==> config.mk <==
export PLATFORM = sky130hd
export DESIGN_NAME = bigmul_result_streamer_flat
export DESIGN_NICKNAME = d
export VERILOG_FILES = /design/src/rtl/bigmul_result_streamer_if.sv /design/src/rtl/bigmul_result_streamer.sv /design/src/flat_wrapper.sv
export SDC_FILE = /design/constraint.sdc
export NUM_CORES = 1
export LEC_CHECK = 0
export ABC_AREA = 1
export BUFFER_PORTS_ARGS = -buffer_cell sky130_fd_sc_hd__buf_2
export CORE_MARGIN = 1.5
export CORE_UTILIZATION = 50
export CTS_CLUSTER_SIZE = 16
export DETAILED_ROUTE_END_ITERATION = 8
export PLACE_DENSITY_LB_ADDON = 0.12
export SYNTH_ARGS = -nofsm -noshare
export SYNTH_HDL_FRONTEND = slang
export SYNTH_SLANG_ARGS = --single-unit
==> constraint.sdc <==
create_clock -name clk -period 3.25 [get_ports clk]
set_input_delay 0.4875 -clock clk [delete_from_list [all_inputs] [get_ports clk]]
set_output_delay 0.4875 -clock clk [all_outputs]
set_load 0.05 [all_outputs]
==> src/rtl/bigmul_result_streamer_if.sv <==
`default_nettype none
// ============================================================================
// Module      : bigmul_result_streamer_if
// Description : Bus bundle for the big-multiplier result streamer.
//               Carries the synchronous result-memory read port
//               (rd_en / rd_addr / rd_data) and the outgoing valid/ready
//               word stream (m_valid / m_ready / m_data / m_index / m_last).
//               master : streamer side (drives reads and the stream)
//               slave  : memory + downstream side
// Revision    : 1.0 - initial release
// ============================================================================
interface bigmul_result_streamer_if #(
    parameter int WORD_W = 64,
    parameter int ADDR_W = 7
);
    logic              rd_en;
    logic [ADDR_W-1:0] rd_addr;
    logic [WORD_W-1:0] rd_data;

    logic              m_valid;
    logic              m_ready;
    logic [WORD_W-1:0] m_data;
    logic [ADDR_W-1:0] m_index;
    logic              m_last;

    modport master (
        output rd_en, rd_addr,
        input  rd_data,
        output m_valid, m_data, m_index, m_last,
        input  m_ready
    );

    modport slave (
        input  rd_en, rd_addr,
        output rd_data,
        input  m_valid, m_data, m_index, m_last,
        output m_ready
    );
endinterface
`default_nettype wire

==> src/rtl/bigmul_result_streamer.sv <==
`default_nettype none
// ============================================================================
// Module      : bigmul_result_streamer
// Description : Drains the multiplier's result memory through a 1-cycle
//               latency synchronous read port and streams the words out,
//               least-significant first, on a valid/ready interface.
//               A 2-entry skid FIFO hides the read latency so one word per
//               cycle is sustained and backpressure never drops a word.
// Ports       : clk, rst        - clock, synchronous active-high reset
//               start           - pulse to begin a drain (ignored when busy)
//               busy            - drain in progress
//               drain_done      - one-cycle pulse after the final handshake
//               bus (master)    - read port + output stream
// Revision    : 1.0 - initial release
// ============================================================================
module bigmul_result_streamer #(
    parameter int WORD_W    = 64,
    parameter int NUM_WORDS = 128,
    parameter int ADDR_W    = 7
) (
    input  logic                     clk,
    input  logic                     rst,
    input  logic                     start,
    output logic                     busy,
    output logic                     drain_done,
    bigmul_result_streamer_if.master bus
);

    localparam int CNT_W = ADDR_W + 1;

    localparam logic [1:0] c_st_idle   = 2'd0;
    localparam logic [1:0] c_st_stream = 2'd1;
    localparam logic [1:0] c_st_done   = 2'd2;

    localparam logic [CNT_W-1:0]  c_num_words = CNT_W'(NUM_WORDS);
    localparam logic [ADDR_W-1:0] c_last_idx  = ADDR_W'(NUM_WORDS - 1);

    logic [1:0]        r_state;
    logic [1:0]        w_state_nxt;

    logic [CNT_W-1:0]  r_issue_cnt;
    logic              r_inflight;
    logic [ADDR_W-1:0] r_inflight_idx;

    logic [WORD_W-1:0] r_fifo_data [0:1];
    logic [ADDR_W-1:0] r_fifo_idx  [0:1];
    logic              r_wr_ptr;
    logic              r_rd_ptr;
    logic [1:0]        r_fifo_cnt;

    logic              w_rd_en;
    logic              w_pop;
    logic              w_head_last;
    logic [2:0]        w_occupancy;

    // ------------------------------------------------------------------
    // Stream side: the FIFO head is the output register.
    // ------------------------------------------------------------------
    assign bus.m_valid = (r_fifo_cnt != 2'd0);
    assign bus.m_data  = r_fifo_data[r_rd_ptr];
    assign bus.m_index = r_fifo_idx[r_rd_ptr];
    assign w_head_last = (r_fifo_idx[r_rd_ptr] == c_last_idx);
    assign bus.m_last  = bus.m_valid & w_head_last;
    assign w_pop       = bus.m_valid & bus.m_ready;

    // Words already held plus the one returning from memory, less the one
    // leaving this cycle. Keeping this below 2 before issuing guarantees the
    // returning word always finds a free slot.
    assign w_occupancy = {1'b0, r_fifo_cnt} + {2'b00, r_inflight} - {2'b00, w_pop};

    // Once every word has been issued the address holds at the last one
    // instead of wrapping back to zero.
    assign bus.rd_en   = w_rd_en;
    assign bus.rd_addr = (r_issue_cnt >= c_num_words) ? c_last_idx
                                                      : r_issue_cnt[ADDR_W-1:0];

    // ------------------------------------------------------------------
    // FSM: state register
    // ------------------------------------------------------------------
    always_ff @(posedge clk) begin
        if (rst) begin
            r_state <= c_st_idle;
        end else begin
            r_state <= w_state_nxt;
        end
    end

    // ------------------------------------------------------------------
    // FSM: next-state logic
    // ------------------------------------------------------------------
    always_comb begin
        w_state_nxt = r_state;
        case (r_state)
            c_st_idle:   if (start) w_state_nxt = c_st_stream;
            c_st_stream: if (w_pop && w_head_last) w_state_nxt = c_st_done;
            c_st_done:   w_state_nxt = c_st_idle;
            default:     w_state_nxt = c_st_idle;
        endcase
    end

    // ------------------------------------------------------------------
    // FSM: outputs
    // ------------------------------------------------------------------
    always_comb begin
        busy       = 1'b0;
        drain_done = 1'b0;
        w_rd_en    = 1'b0;
        case (r_state)
            c_st_stream: begin
                busy    = 1'b1;
                w_rd_en = (r_issue_cnt < c_num_words) && (w_occupancy < 3'd2);
            end
            c_st_done:   drain_done = 1'b1;
            default:     ;
        endcase
    end

    // ------------------------------------------------------------------
    // Read issue, in-flight tracking and skid FIFO
    // ------------------------------------------------------------------
    always_ff @(posedge clk) begin
        if (rst) begin
            r_issue_cnt    <= '0;
            r_inflight     <= 1'b0;
            r_inflight_idx <= '0;
            r_fifo_data[0] <= '0;
            r_fifo_data[1] <= '0;
            r_fifo_idx[0]  <= '0;
            r_fifo_idx[1]  <= '0;
            r_wr_ptr       <= 1'b0;
            r_rd_ptr       <= 1'b0;
            r_fifo_cnt     <= 2'd0;
        end else begin
            if ((r_state == c_st_idle) && start) begin
                r_issue_cnt <= '0;
            end else if (w_rd_en) begin
                r_issue_cnt <= r_issue_cnt + CNT_W'(1);
            end

            // rd_data is valid exactly one cycle after its strobe.
            r_inflight <= w_rd_en;
            if (w_rd_en) begin
                r_inflight_idx <= r_issue_cnt[ADDR_W-1:0];
            end

            if (r_inflight) begin
                r_fifo_data[r_wr_ptr] <= bus.rd_data;
                r_fifo_idx[r_wr_ptr]  <= r_inflight_idx;
                r_wr_ptr              <= ~r_wr_ptr;
            end
            if (w_pop) begin
                r_rd_ptr <= ~r_rd_ptr;
            end
            r_fifo_cnt <= r_fifo_cnt + {1'b0, r_inflight} - {1'b0, w_pop};
        end
    end

endmodule
`default_nettype wire

==> src/flat_wrapper.sv <==
// flat-port wrapper written by rule: the top's interface ports become plain ports
module bigmul_result_streamer_flat 
#(
    parameter int WORD_W    = 64,
    parameter int NUM_WORDS = 128,
    parameter int ADDR_W    = 7
)
  (clk, rst, start, busy, drain_done, bus_rd_en, bus_rd_addr, bus_rd_data, bus_m_valid, bus_m_data, bus_m_index, bus_m_last, bus_m_ready);
  bigmul_result_streamer_if #(.WORD_W(WORD_W), .ADDR_W(ADDR_W)) bus_i ();
  input  logic clk;
  input  logic rst;
  input  logic start;
  output logic busy;
  output logic drain_done;
  output wire logic [$bits(bus_i.rd_en)-1:0] bus_rd_en;
  output wire logic [$bits(bus_i.rd_addr)-1:0] bus_rd_addr;
  input wire logic [$bits(bus_i.rd_data)-1:0] bus_rd_data;
  output wire logic [$bits(bus_i.m_valid)-1:0] bus_m_valid;
  output wire logic [$bits(bus_i.m_data)-1:0] bus_m_data;
  output wire logic [$bits(bus_i.m_index)-1:0] bus_m_index;
  output wire logic [$bits(bus_i.m_last)-1:0] bus_m_last;
  input wire logic [$bits(bus_i.m_ready)-1:0] bus_m_ready;
  assign bus_rd_en = bus_i.rd_en;
  assign bus_rd_addr = bus_i.rd_addr;
  assign bus_i.rd_data = bus_rd_data;
  assign bus_m_valid = bus_i.m_valid;
  assign bus_m_data = bus_i.m_data;
  assign bus_m_index = bus_i.m_index;
  assign bus_m_last = bus_i.m_last;
  assign bus_i.m_ready = bus_m_ready;
  bigmul_result_streamer #(.WORD_W(WORD_W), .NUM_WORDS(NUM_WORDS), .ADDR_W(ADDR_W)) u_core (.clk(clk), .rst(rst), .start(start), .busy(busy), .drain_done(drain_done), .bus(bus_i));
endmodule
==> results of run 1 <==
==> state kept, by name (all words and copies together) (netlist names), named ones only <==
name,cells
u_core.r_fifo_data,128
u_core.r_fifo_idx,14
u_core.r_issue_cnt,8
u_core.r_inflight_idx,7
u_core.r_fifo_cnt,2
u_core.r_state,2
u_core.r_inflight,1
u_core.r_rd_ptr,1
u_core.r_wr_ptr,1
==> power by group <==
group / internal, W / leakage, nW / switching [W] / total (W)
clock network: 0.00104 / 0.250 / 0.000761 / 0.00180
registers: 0.00248 / 1.66 / 0.0000629 / 0.00254
logic: 0.000369 / 2.24 / 0.00139 / 0.00176
total: 0.00388 / 4.15 / 0.00221 / 0.00610
==> per-stage QoR <==
step | cell area, µm² | setup TNS [ps] | util [%] | total power [W]
after global placement | 8050 | 0 | 57.7 | 0.00432
after detailed placement | 8050 | 0 | 57.7 | 0.00435
after global routing | 8570 | -7.15 | 61.5 | 0.00638
after floorplan | 7150 | 0 | - | 0.00394
final | 8580 | 0 | 61.6 | 0.00610
after CTS | 8570 | 0 | 61.5 | 0.00614
==> critical path, cell delays in order (launching register included) <==
cell and delay (ps):
dfxtp_1 340, o21a_2 250, ha_1 280, inv_1 40, ha_1 200, fa_1 490, nor3_2 200, nand2_2 110
clkinv_4 100, buf_4 200
==> cell families (layout without fill, tap and decap cells) <==
logic type | count (synthesis) | count (layout) | synth area share (%)
DFF | 165 | 165 | 66.0
adders and majority gates | 5 | 5 | 0.979
buffers and inverters | 125 | 284 | 7.59
xor gates and xnor gates | 4 | 4 | 0.490
AOI/OAI and AO/OA | 30 | 30 | 2.61
other | 0 | 1 | 0
and+or+nand+nor | 410 | 410 | 22.3
==> final cells by class <==
| cell class | instances | share of cell area (%) |
|---|---|---|
| multi-input combinational | 449 | 22.2 |
| clock inverter | 12 | 1.04 |
| inverter | 93 | 4.22 |
| sequential | 165 | 55.1 |
| tap | 180 | 2.63 |
| timing repair buffer | 159 | 9.72 |
| antenna | 1 | 0.0292 |
| clock buffer | 20 | 5.09 |
==> final timing paths <==
check                                   to  cells past startpoint                  from  slack [ps]
setup / recovery                 bus_rd_en                      9  u_core.r_fifo_cnt[1]         130
hold / removal    u_core.r_inflight_idx[0]                      2                   rst         340
setup reg to reg  u_core.r_inflight_idx[2]                     10  u_core.r_fifo_cnt[1]         800
hold reg to reg            u_core.r_rd_ptr                      1       u_core.r_rd_ptr         460
==> layer usage <==
layer / GRT usage (%) / routed length, µm / vias up
li1: - / - / 2591
met1: 24.6 / 6300 / 2410
met2: 37.6 / 7620 / 134
met3: 5.53 / 885 / 14
met4: 6.18 / 152 / 0
met5: 0 / 0 / -
==> cells in the final DEF, fill, tap and decap left out, types with 3 or more instances in the layout <==
cell type / n
ha_1: 4
nor2_1: 152
dfxtp_1: 22
clkinv_1: 4
nand2_1: 241
clkbuf_1: 3
clkbuf_16: 17
inv_1: 89
buf_4: 9
clkinv_2: 3
a21oi_1: 16
nand3_2: 3
nand2_2: 3
o21ai_2: 8
xor2_1: 4
nor3_2: 3
o21ai_1: 3
edfxtp_1: 142
buf_2: 149
==> metrics.md, run 1 <==
| Metric | Value |
|---|---|
| Die height | `123 µm` |
| Highest clock rate | `321 MHz` |
| Initial antenna violation count | `1` |
| Clock root buffer | `clkbuf_16` |
| Critical Path Source Type | `register` |
| Sequential-to-total area share from yosys stat | `66.0%` |
| Cells after synthesis | `739` |
| Post-route insts no fill | `1079` |
| Clock skew | `6.53 ps` |
| Synthesized cell area | `0.00715 mm²` |
| IO Pins | `151` |
| Core ar. | `0.0139 mm²` |
| Leakage | `4.15 nW` |
| Syn. warnings | `0` |
| Hold Buf Count CTS | `0` |
| Hold Path Class | `in2reg` |
| TritonCTS clock tree | `yes` |
| Status | `complete, no violations` |
| Worst Path Class, Setup | `reg2out` |
| First-pass GRT wire length | `23800 µm` |
| Synth top cells by count | `nand2_1, nor2_1, edfxtp_1` |
| Routability cong. | `0.808` |
| Largest net degree at the start of global routing | `73` |
| Horiz. Die Dim | `123 µm` |
| Die ar. | `0.0150 mm²` |
| Slew Limit Fails | `0` |
| Vias in the first global route | `5063` |
| Syn nets | `812` |
| Routed WL | `15000 µm` |
| Worst-Skew Late Latency | `420 ps` |
| Max VDD drop | `0.347 mV` |
| Yosys top cell by area | `edfxtp_1` |
| Post-synthesis cell type count | `27` |
| PortBufs | `150` |
| CTS max path bufs | `2` |
| Via/cell ratio | `4.77` |
| Worst Slack Setup Final | `132 ps` |
| Clk pin slew, worst setup/hold paths | `60 ps` |
| DRT iter0 DRCs | `443` |
| Mapped Avg Cell Area | `9.68 µm²` |
| DRC viols | `0` |
| Async set-or-reset flop fraction in the synthesized netlist | `0%` |
| Routed Antenna Nets | `0` |
| Synthesis-to-layout area growth | `19.9%` |
| Data arrival, critical path | `2630 ps` |
| Final Hold Viols | `0` |
| #FFs+latches synth | `165` |
| Starting density of the core | `51.3%` |
| Total CTS buffers | `17` |
| DP Worst Slack | `331 ps` |
| FF/Latch Area | `0.00473 mm²` |
| Share of cells above drive strength 1 | `23.6%` |
| Total track usage | `20.9%` |
| Placed cells | `1046` |
| Site Rows | `43` |
| DP Wirelength | `9150 µm` |
| Most numerous cell in the Yosys netlist | `nand2_1` |
| Total power per unit cell area | `711 mW/mm²` |
| Clock Sinks | `165` |
| Fillers | `1227` |
| First-pass DRT Iterations | `6` |
| H-tree levels | `4` |
| Worst endpoint required time | `2760 ps` |
| Ys flop type | `edfxtp_1` |
| CP endpoint kind | `output port` |
| Synth area leaders | `edfxtp_1, nand2_1, nor2_1, dfxtp_1, inv_1` |
| Grt total ovfl | `0` |
| Number of setup buffers added after CTS | `0` |
| Multi-input combinational cell area | `0.00190 mm²` |
| EDFF count, synth | `142` |
| Max-slew headroom | `44.5%` |
| Setup violations, final | `0` |
| Fin crit share | `95.9%` |
| Final-stage net count | `958` |
| Top fanout value on the critical path | `10` |
| Worst-margin pin slew | `833 ps` |
| Worst Hold Slack | `338 ps` |
| Crit path time final | `3120 ps` |
| Max_cap viols | `0` |
| Cts repair resizes | `0` |
| Vias | `5149` |
| Area share of the largest cell type after synthesis | `59.6%` |
| Average routed wire per standard cell | `13.9 µm` |
(Power assumes the default switching activity.)
==> run 2: changes to the inputs <==
- CELL_PAD_IN_SITES_DETAIL_PLACEMENT: default -> 0
- CELL_PAD_IN_SITES_GLOBAL_PLACEMENT: default -> 1
- CORE_UTILIZATION: 50 -> 42
==> run 2 against run 1 <==
Sequential power hardly changed. Utilization fell by 9.9 points. Worst hold slack improved by 8.6 ps. Worst setup slack better by 26 ps. Largest power group unchanged.
==> metrics.md, run 2 (synthesis gave the netlist of run 1 again) <==
| Metric | Value |
|---|---|
| Top fanout value on the critical path | `10 (unchanged)` |
| Placed cells | `1085 (was 1046)` |
| Max VDD drop | `0.427 mV (was 0.347 mV)` |
| Site Rows | `47 (was 43)` |
| Clock root buffer | `clkbuf_16 (unchanged)` |
| Largest net degree at the start of global routing | `73 (unchanged)` |
| CTS max path bufs | `2 (unchanged)` |
| Hold Path Class | `in2reg (unchanged)` |
| Worst endpoint required time | `2760 ps (about the same)` |
| Highest clock rate | `324 MHz (was 321 MHz)` |
| Grt total ovfl | `0 (unchanged)` |
| Fillers | `1581 (was 1227)` |
| Critical Path Source Type | `register (unchanged)` |
| Worst Slack Setup Final | `159 ps (was 132 ps)` |
| Largest regs | `u_core.r_fifo_data: 128 flops, u_core.r_fifo_idx: 14 flops, u_core.r_issue_cnt: 8 flops (unchanged)` |
| Crit-path max cell delay | `470 ps (was 490 ps)` |
| DP Wirelength | `9340 µm (was 9150 µm)` |
| R2R depth | `11 (was 10)` |
| Fin crit share | `95.1% (was 95.9%)` |
| Total power per unit cell area | `699 mW/mm² (was 711 mW/mm²)` |
| Most frequent CP cell | `ha_1 (unchanged)` |
| Routed WL | `15500 µm (was 15000 µm)` |
| Unrepaired setup endpoints after global routing | `no` |
| Max reg flops | `128 (unchanged)` |
| CP delay by family, top | `adder cells (unchanged)` |
| R2r setup slk | `830 ps (was 800 ps)` |
| Setup violations, final | `0 (unchanged)` |
| Total track usage | `18.0% (was 20.9%)` |
| Final Hold Viols | `0 (unchanged)` |
| Average routed wire per standard cell | `13.9 µm (about the same)` |
| Via/cell ratio | `4.62 (was 4.77)` |
| Slowest CP cell | `fa_1 (unchanged)` |
| TritonCTS clock tree | `yes (unchanged)` |
| Critical path depth in cells | `9 (unchanged)` |
| Max_cap viols | `0 (unchanged)` |
| Slew Limit Fails | `0 (unchanged)` |
| Share of cells above drive strength 1 | `23.0% (was 23.6%)` |
| Total CTS buffers | `17 (unchanged)` |
| Core ar. | `0.0166 mm² (was 0.0139 mm²)` |
| First-pass DRT Iterations | `4 (was 6)` |
| Die ar. | `0.0178 mm² (was 0.0150 mm²)` |
| Commonest cells after routing, fill and taps aside | `nand2_1, nor2_1, buf_2, edfxtp_1, inv_1 (unchanged)` |
| Number of setup buffers added after CTS | `0 (unchanged)` |
| Synthesis-to-layout area growth | `19.8% (was 19.9%)` |
| Routability cong. | `0.756 (was 0.808)` |
| Vias in the first global route | `5044 (was 5063)` |
| Final-stage net count | `957 (was 958)` |
| CP endpoint kind | `output port (unchanged)` |
| Top reg by flops | `u_core.r_fifo_data (unchanged)` |
| Initial antenna violation count | `1 (unchanged)` |
| First-pass GRT wire length | `24700 µm (was 23800 µm)` |
| Worst Path Class, Setup | `reg2out (unchanged)` |
| CP bufs+invs | `3 (unchanged)` |
| DRC viols | `0 (unchanged)` |
| Leakage | `4.13 nW (was 4.15 nW)` |
| Critical Path Start | `u_core.r_fifo_cnt[1] (unchanged)` |
| Clock skew | `8.12 ps (was 6.53 ps)` |
| DRT iter0 DRCs | `279 (was 443)` |
| Worst-margin pin slew | `843 ps (was 833 ps)` |
| Max-slew headroom | `43.8% (was 44.5%)` |
| Post-route insts no fill | `1115 (was 1079)` |
| H-tree levels | `4 (unchanged)` |
| Die height | `134 µm (was 123 µm)` |
| Status | `complete, no violations (unchanged)` |
| Vias | `5147 (was 5149)` |
| CP endpoint | `bus_rd_en (unchanged)` |
| Clock Sinks | `165 (unchanged)` |
| Horiz. Die Dim | `134 µm (was 123 µm)` |
| Sum Neg Setup Slack | `0 ps (unchanged)` |
| DP Worst Slack | `363 ps (was 331 ps)` |
| R2r endpoint | `u_core.r_issue_cnt[7] (was u_core.r_inflight_idx[2])` |
| Crit path time final | `3090 ps (was 3120 ps)` |
| IO Pins | `151 (unchanged)` |
| Routed Antenna Nets | `0 (unchanged)` |
| Worst-Skew Late Latency | `410 ps (was 420 ps)` |
| Leading cell type in the layout, fill and taps excluded | `nand2_1 (unchanged)` |
| Critical-path cell list | `o21a_1 -> ha_1 -> inv_1 -> ha_1 -> fa_1 -> nor3_2 -> nand2_2 -> clkinv_4 -> clkbuf_4 (was o21a_2 -> ha_1 -> inv_1 -> ha_1 -> fa_1 -> nor3_2 -> nand2_2 -> clkinv_4 -> buf_4)` |
| Clk pin slew, worst setup/hold paths | `60 ps (about the same)` |
| Starting density of the core | `43.1% (was 51.3%)` |
| Data arrival, critical path | `2600 ps (was 2630 ps)` |
| Reg2reg start | `u_core.r_fifo_cnt[1] (unchanged)` |
| Hold Buf Count CTS | `0 (unchanged)` |
| PortBufs | `150 (unchanged)` |
-- run 2: cell count changes in the layout (fill, tap and decap cells not counted), sizes merged --
cell / before / now
buf: 159 / 157
clkbuf: 20 / 21
clkinvlp: 3 / 1
bufinv: 1 / 0
-- run 2: worst min-delay path by stage --
| stage | slack (ps) | cells after the start | from | to |
|---|---|---|---|---|
| 2_1_floorplan | 430 | 1 | u_core.r_rd_ptr | register |
| 3_3_place_gp | 440 | 1 | u_core.r_rd_ptr | u_core.r_rd_ptr |
| 3_5_place_dp | 450 | 1 | u_core.r_rd_ptr | u_core.r_rd_ptr |
| 4_1_cts | 330 | 2 | rst | u_core.r_inflight_idx[0] |
| 5_1_grt | 350 | 2 | rst | u_core.r_state[1] |
| 6_report | 350 | 2 | rst | u_core.r_state[1] |
-- run 2: repair_timing --
action | 4_1_cts | 5_1_grt
gates resized for setup | 0 | 1
hold endpoints to repair | 0 | 0
setup endpoints to repair | 0 | 1
-- run 2: area by class of cell --
cell class,instances,area [µm²],share of cell area [%]
inverters,93,362,4.22
flip-flops and latches,165,4730,55.1
clock buffers,20,437,5.09
clock inverters,9,41.3,0.482
repair buffers,158,826,9.64
multi-input cells,449,1900,22.2
well taps,220,275,3.21
diodes,1,2.50,0.0292
-- run 2: metal layers --
layer	vias to the layer above	wire [µm]	share of wire (%)	global-route usage, %
met5	-	0	0	0
li1	2584	-	-	-
met1	2416	6720	43	22.1
met3	28	706	4.6	4.15
met2	119	7680	50	30.0
met4	0	380	2.5	8.57
-- run 2: power by group --
group          switching (W)  internal [W]
clock               0.000740      0.000944
combinational        0.00140      0.000368
sequential         0.0000610       0.00248
total                0.00220       0.00379
-- run 2: worst register-to-register path, cell delays in order, from the launching register on --
cell	delay (ps)
dfxtp_1	340
o21a_1	240
ha_1	300
inv_1	50
ha_1	190
fa_1	470
nor3_2	180
nand2_2	90
buf_4	230
o21ai_1	170
nand2_1	70
inv_1	50
-- run 2: through the flow --
| stage | instance area, µm² | util, % | total power, W | hold WS (ps) |
|---|---|---|---|---|
| 2_1_floorplan | 7150 | - | 0.00394 | 426 |
| 3_3_place_gp | 8090 | 48.8 | 0.00434 | 443 |
| 3_5_place_dp | 8090 | 48.8 | 0.00437 | 452 |
| 4_1_cts | 8570 | 51.7 | 0.00606 | 326 |
| 5_1_grt | 8570 | 51.7 | 0.00627 | 346 |
| 6_report | 8570 | 51.7 | 0.00599 | 347 |
==> run 3: changes to the inputs <==
--- a/constraint.sdc
+++ b/constraint.sdc
@@ -3,2 +3,2 @@
 set_output_delay 0.4875 -clock clk [all_outputs]
-set_load 0.05 [all_outputs]
+set_load 0.005 [all_outputs]
==> run 3 against run 2 <==
Clock-buffer cell count decreased by 3. Combinational power decreased by 42%. Sequential share of layout area decreased by 1.1 points. Maximum frequency increased by 4.3%. Global-route usage about the same. Register-to-register slack improved by 40 ps. Critical path depth unchanged. Clock power increased by 31%. First-iteration DRC count decreased by 1.1%. Sequential power about the same. Critical endpoint unchanged. Largest power group unchanged. Highest routed layer unchanged.
==> metrics.md, run 3 (synthesis gave the netlist of run 1 again) <==
| Metric | Value |
|---|---|
| Initial antenna violation count | `0 (was 1)` |
| Hold Crit Depth | `2 (unchanged)` |
| CP endpoint kind | `output port (unchanged)` |
| Worst-margin pin slew | `866 ps (was 843 ps)` |
| Most frequent CP cell | `ha_1 (unchanged)` |
| Die ar. | `0.0178 mm² (unchanged)` |
| Max_cap viols | `0 (unchanged)` |
| Clock skew | `8.67 ps (was 8.12 ps)` |
| Core ar. | `0.0166 mm² (unchanged)` |
| Number of setup buffers added after CTS | `0 (unchanged)` |
| H-tree levels | `4 (unchanged)` |
| Total CTS buffers | `17 (unchanged)` |
| Max reg flops | `128 (unchanged)` |
| Worst endpoint required time | `2760 ps (about the same)` |
| Critical Path Source Type | `register (unchanged)` |
| First-pass DRT Iterations | `4 (unchanged)` |
| Worst Path Class, Setup | `reg2out (unchanged)` |
| Clock root buffer | `clkbuf_16 (unchanged)` |
| Largest net degree at the start of global routing | `73 (unchanged)` |
| Final Hold Viols | `0 (unchanged)` |
| Worst Slack Setup Final | `285 ps (was 159 ps)` |
| Post-route insts no fill | `1117 (was 1115)` |
| Site Rows | `47 (unchanged)` |
| R2R depth | `10 (was 11)` |
| Top reg by flops | `u_core.r_fifo_data (unchanged)` |
| Vias in the first global route | `4953 (was 5044)` |
| GR peak layer | `met2 (unchanged)` |
| DRT iter0 DRCs | `276 (was 279)` |
| Critical-path cell list | `o21a_1 -> ha_1 -> inv_1 -> ha_1 -> fa_1 -> nor3_2 -> nand2_2 -> clkinv_4 -> buf_2 (was o21a_1 -> ha_1 -> inv_1 -> ha_1 -> fa_1 -> nor3_2 -> nand2_2 -> clkinv_4 -> clkbuf_4)` |
| Hold Path Class | `in2reg (unchanged)` |
| CTS max path bufs | `2 (unchanged)` |
| Max-slew headroom | `42.3% (was 43.8%)` |
| Die height | `134 µm (unchanged)` |
| IO Pins | `151 (unchanged)` |
| Routed WL | `15700 µm (was 15500 µm)` |
| CP delay by family, top | `adder cells (unchanged)` |
| Vias | `5094 (was 5147)` |
| Data arrival, critical path | `2480 ps (was 2600 ps)` |
| Top fanout value on the critical path | `10 (unchanged)` |
| Total track usage | `18.0% (about the same)` |
| Final-stage net count | `957 (unchanged)` |
| Routability cong. | `0.809 (was 0.756)` |
| Commonest cells after routing, fill and taps aside | `nand2_1, nor2_1, buf_2, edfxtp_1, inv_1 (unchanged)` |
| Largest regs | `u_core.r_fifo_data: 128 flops, u_core.r_fifo_idx: 14 flops, u_core.r_issue_cnt: 8 flops (unchanged)` |
| DP Worst Slack | `544 ps (was 363 ps)` |
| DP Wirelength | `9330 µm (was 9340 µm)` |
| Via/cell ratio | `4.56 (was 4.62)` |
| Design Area, Final | `0.00875 mm² (was 0.00857 mm²)` |
| Leakage | `4.21 nW (was 4.13 nW)` |
| Crit-path max cell delay | `480 ps (was 470 ps)` |
| Multi-input combinational cell area | `0.00190 mm² (unchanged)` |
| Grt met2 use | `30.8% (was 30.0%)` |
| Share of cells above drive strength 1 | `24.2% (was 23.0%)` |
| Post-layout util | `52.8% (was 51.7%)` |
| Slowest CP cell | `fa_1 (unchanged)` |
| Fillers | `1584 (was 1581)` |
| Critical path depth in cells | `9 (unchanged)` |
| Highest clock rate | `337 MHz (was 324 MHz)` |
| Clk pin slew, worst setup/hold paths | `70 ps (was 60 ps)` |
| Starting density of the core | `43.1% (unchanged)` |
| Post-DP Area | `0.00810 mm² (was 0.00809 mm²)` |
| Hold Buf Count CTS | `0 (unchanged)` |
| Total power per unit cell area | `659 mW/mm² (was 699 mW/mm²)` |
| CP bufs+invs | `3 (unchanged)` |
| # diodes | `0 (was 1)` |
| Clock Sinks | `165 (unchanged)` |
| Unrepaired setup endpoints after global routing | `no (unchanged)` |
| Sum Neg Setup Slack | `0 ps (unchanged)` |
| Setup violations, final | `0 (unchanged)` |
| Average routed wire per standard cell | `14.0 µm (was 13.9 µm)` |
| PortBufs | `150 (unchanged)` |
| Status | `complete, no violations (unchanged)` |
| Leading cell type in the layout, fill and taps excluded | `nand2_1 (unchanged)` |
| Cts repair resizes | `0 (unchanged)` |
| Slew Limit Fails | `0 (unchanged)` |
| Fin crit share | `91.2% (was 95.1%)` |
| FF/Latch Area | `0.00473 mm² (unchanged)` |
| DRC viols | `0 (unchanged)` |
| Worst-Skew Late Latency | `420 ps (was 410 ps)` |
| Routed Antenna Nets | `0 (unchanged)` |
| First-pass GRT wire length | `24500 µm (was 24700 µm)` |
| Met1 usage | `22.3% (was 22.1%)` |
| TritonCTS clock tree | `yes (unchanged)` |
| Crit path time final | `2960 ps (was 3090 ps)` |
| Grt total ovfl | `0 (unchanged)` |
| Placed cells | `1085 (unchanged)` |
| Synthesis-to-layout area growth | `22.3% (was 19.8%)` |
| Met3 global-route usage | `4.22% (was 4.15%)` |
| Horiz. Die Dim | `134 µm (unchanged)` |
| Max VDD drop | `0.391 mV (was 0.427 mV)` |
## run 3: cell count changes in the layout (fill, tap and decap cells not counted), sizes merged
cell / before / now
clkbuf: 21 / 17
inv: 92 / 95
clkinvlp: 1 / 3
clkinv: 9 / 5
diode: 1 / 0
buf: 157 / 158
bufinv: 0 / 5
## run 3: final timing paths
path	startpoint	endpoint	slack, ps
max	u_core.r_fifo_cnt[1]	bus_rd_en	290
min	rst	u_core.r_state[0]	340
max reg2reg	u_core.r_fifo_cnt[1]	u_core.r_inflight_idx[3]	870
min reg2reg	u_core.r_rd_ptr	u_core.r_rd_ptr	460
## run 3: through the flow
stage	power (W)	hold WS [ps]
floorplan	0.00322	426
global placement	0.00361	442
detailed placement	0.00363	446
CTS	0.00584	318
global route	0.00605	336
finish	0.00576	338
## run 3: area by class of cell
cell class	instances	share of cell area, %
clock inverters	15	2.59
well taps	220	3.15
clock buffers	17	4.86
flip-flops and latches	165	54.0
multi-input cells	449	21.7
repair buffers	158	9.55
inverters	93	4.13
## run 3: layer usage
| metal | vias to the layer above | part of all wire (%) |
|---|---|---|
| met2 | 112 | 51 |
| met3 | 9 | 4.2 |
| met5 | - | 0 |
| met4 | 0 | 0.87 |
| met1 | 2381 | 44 |
| li1 | 2592 | - |
## run 3: power breakdown
group	leakage [nW]	total, W	internal (W)	switching (W)
combinational	2.24	0.00103	0.000359	0.000671
clock	0.310	0.00220	0.00137	0.000825
sequential	1.66	0.00254	0.00248	0.0000613
total	4.21	0.00576	0.00421	0.00156
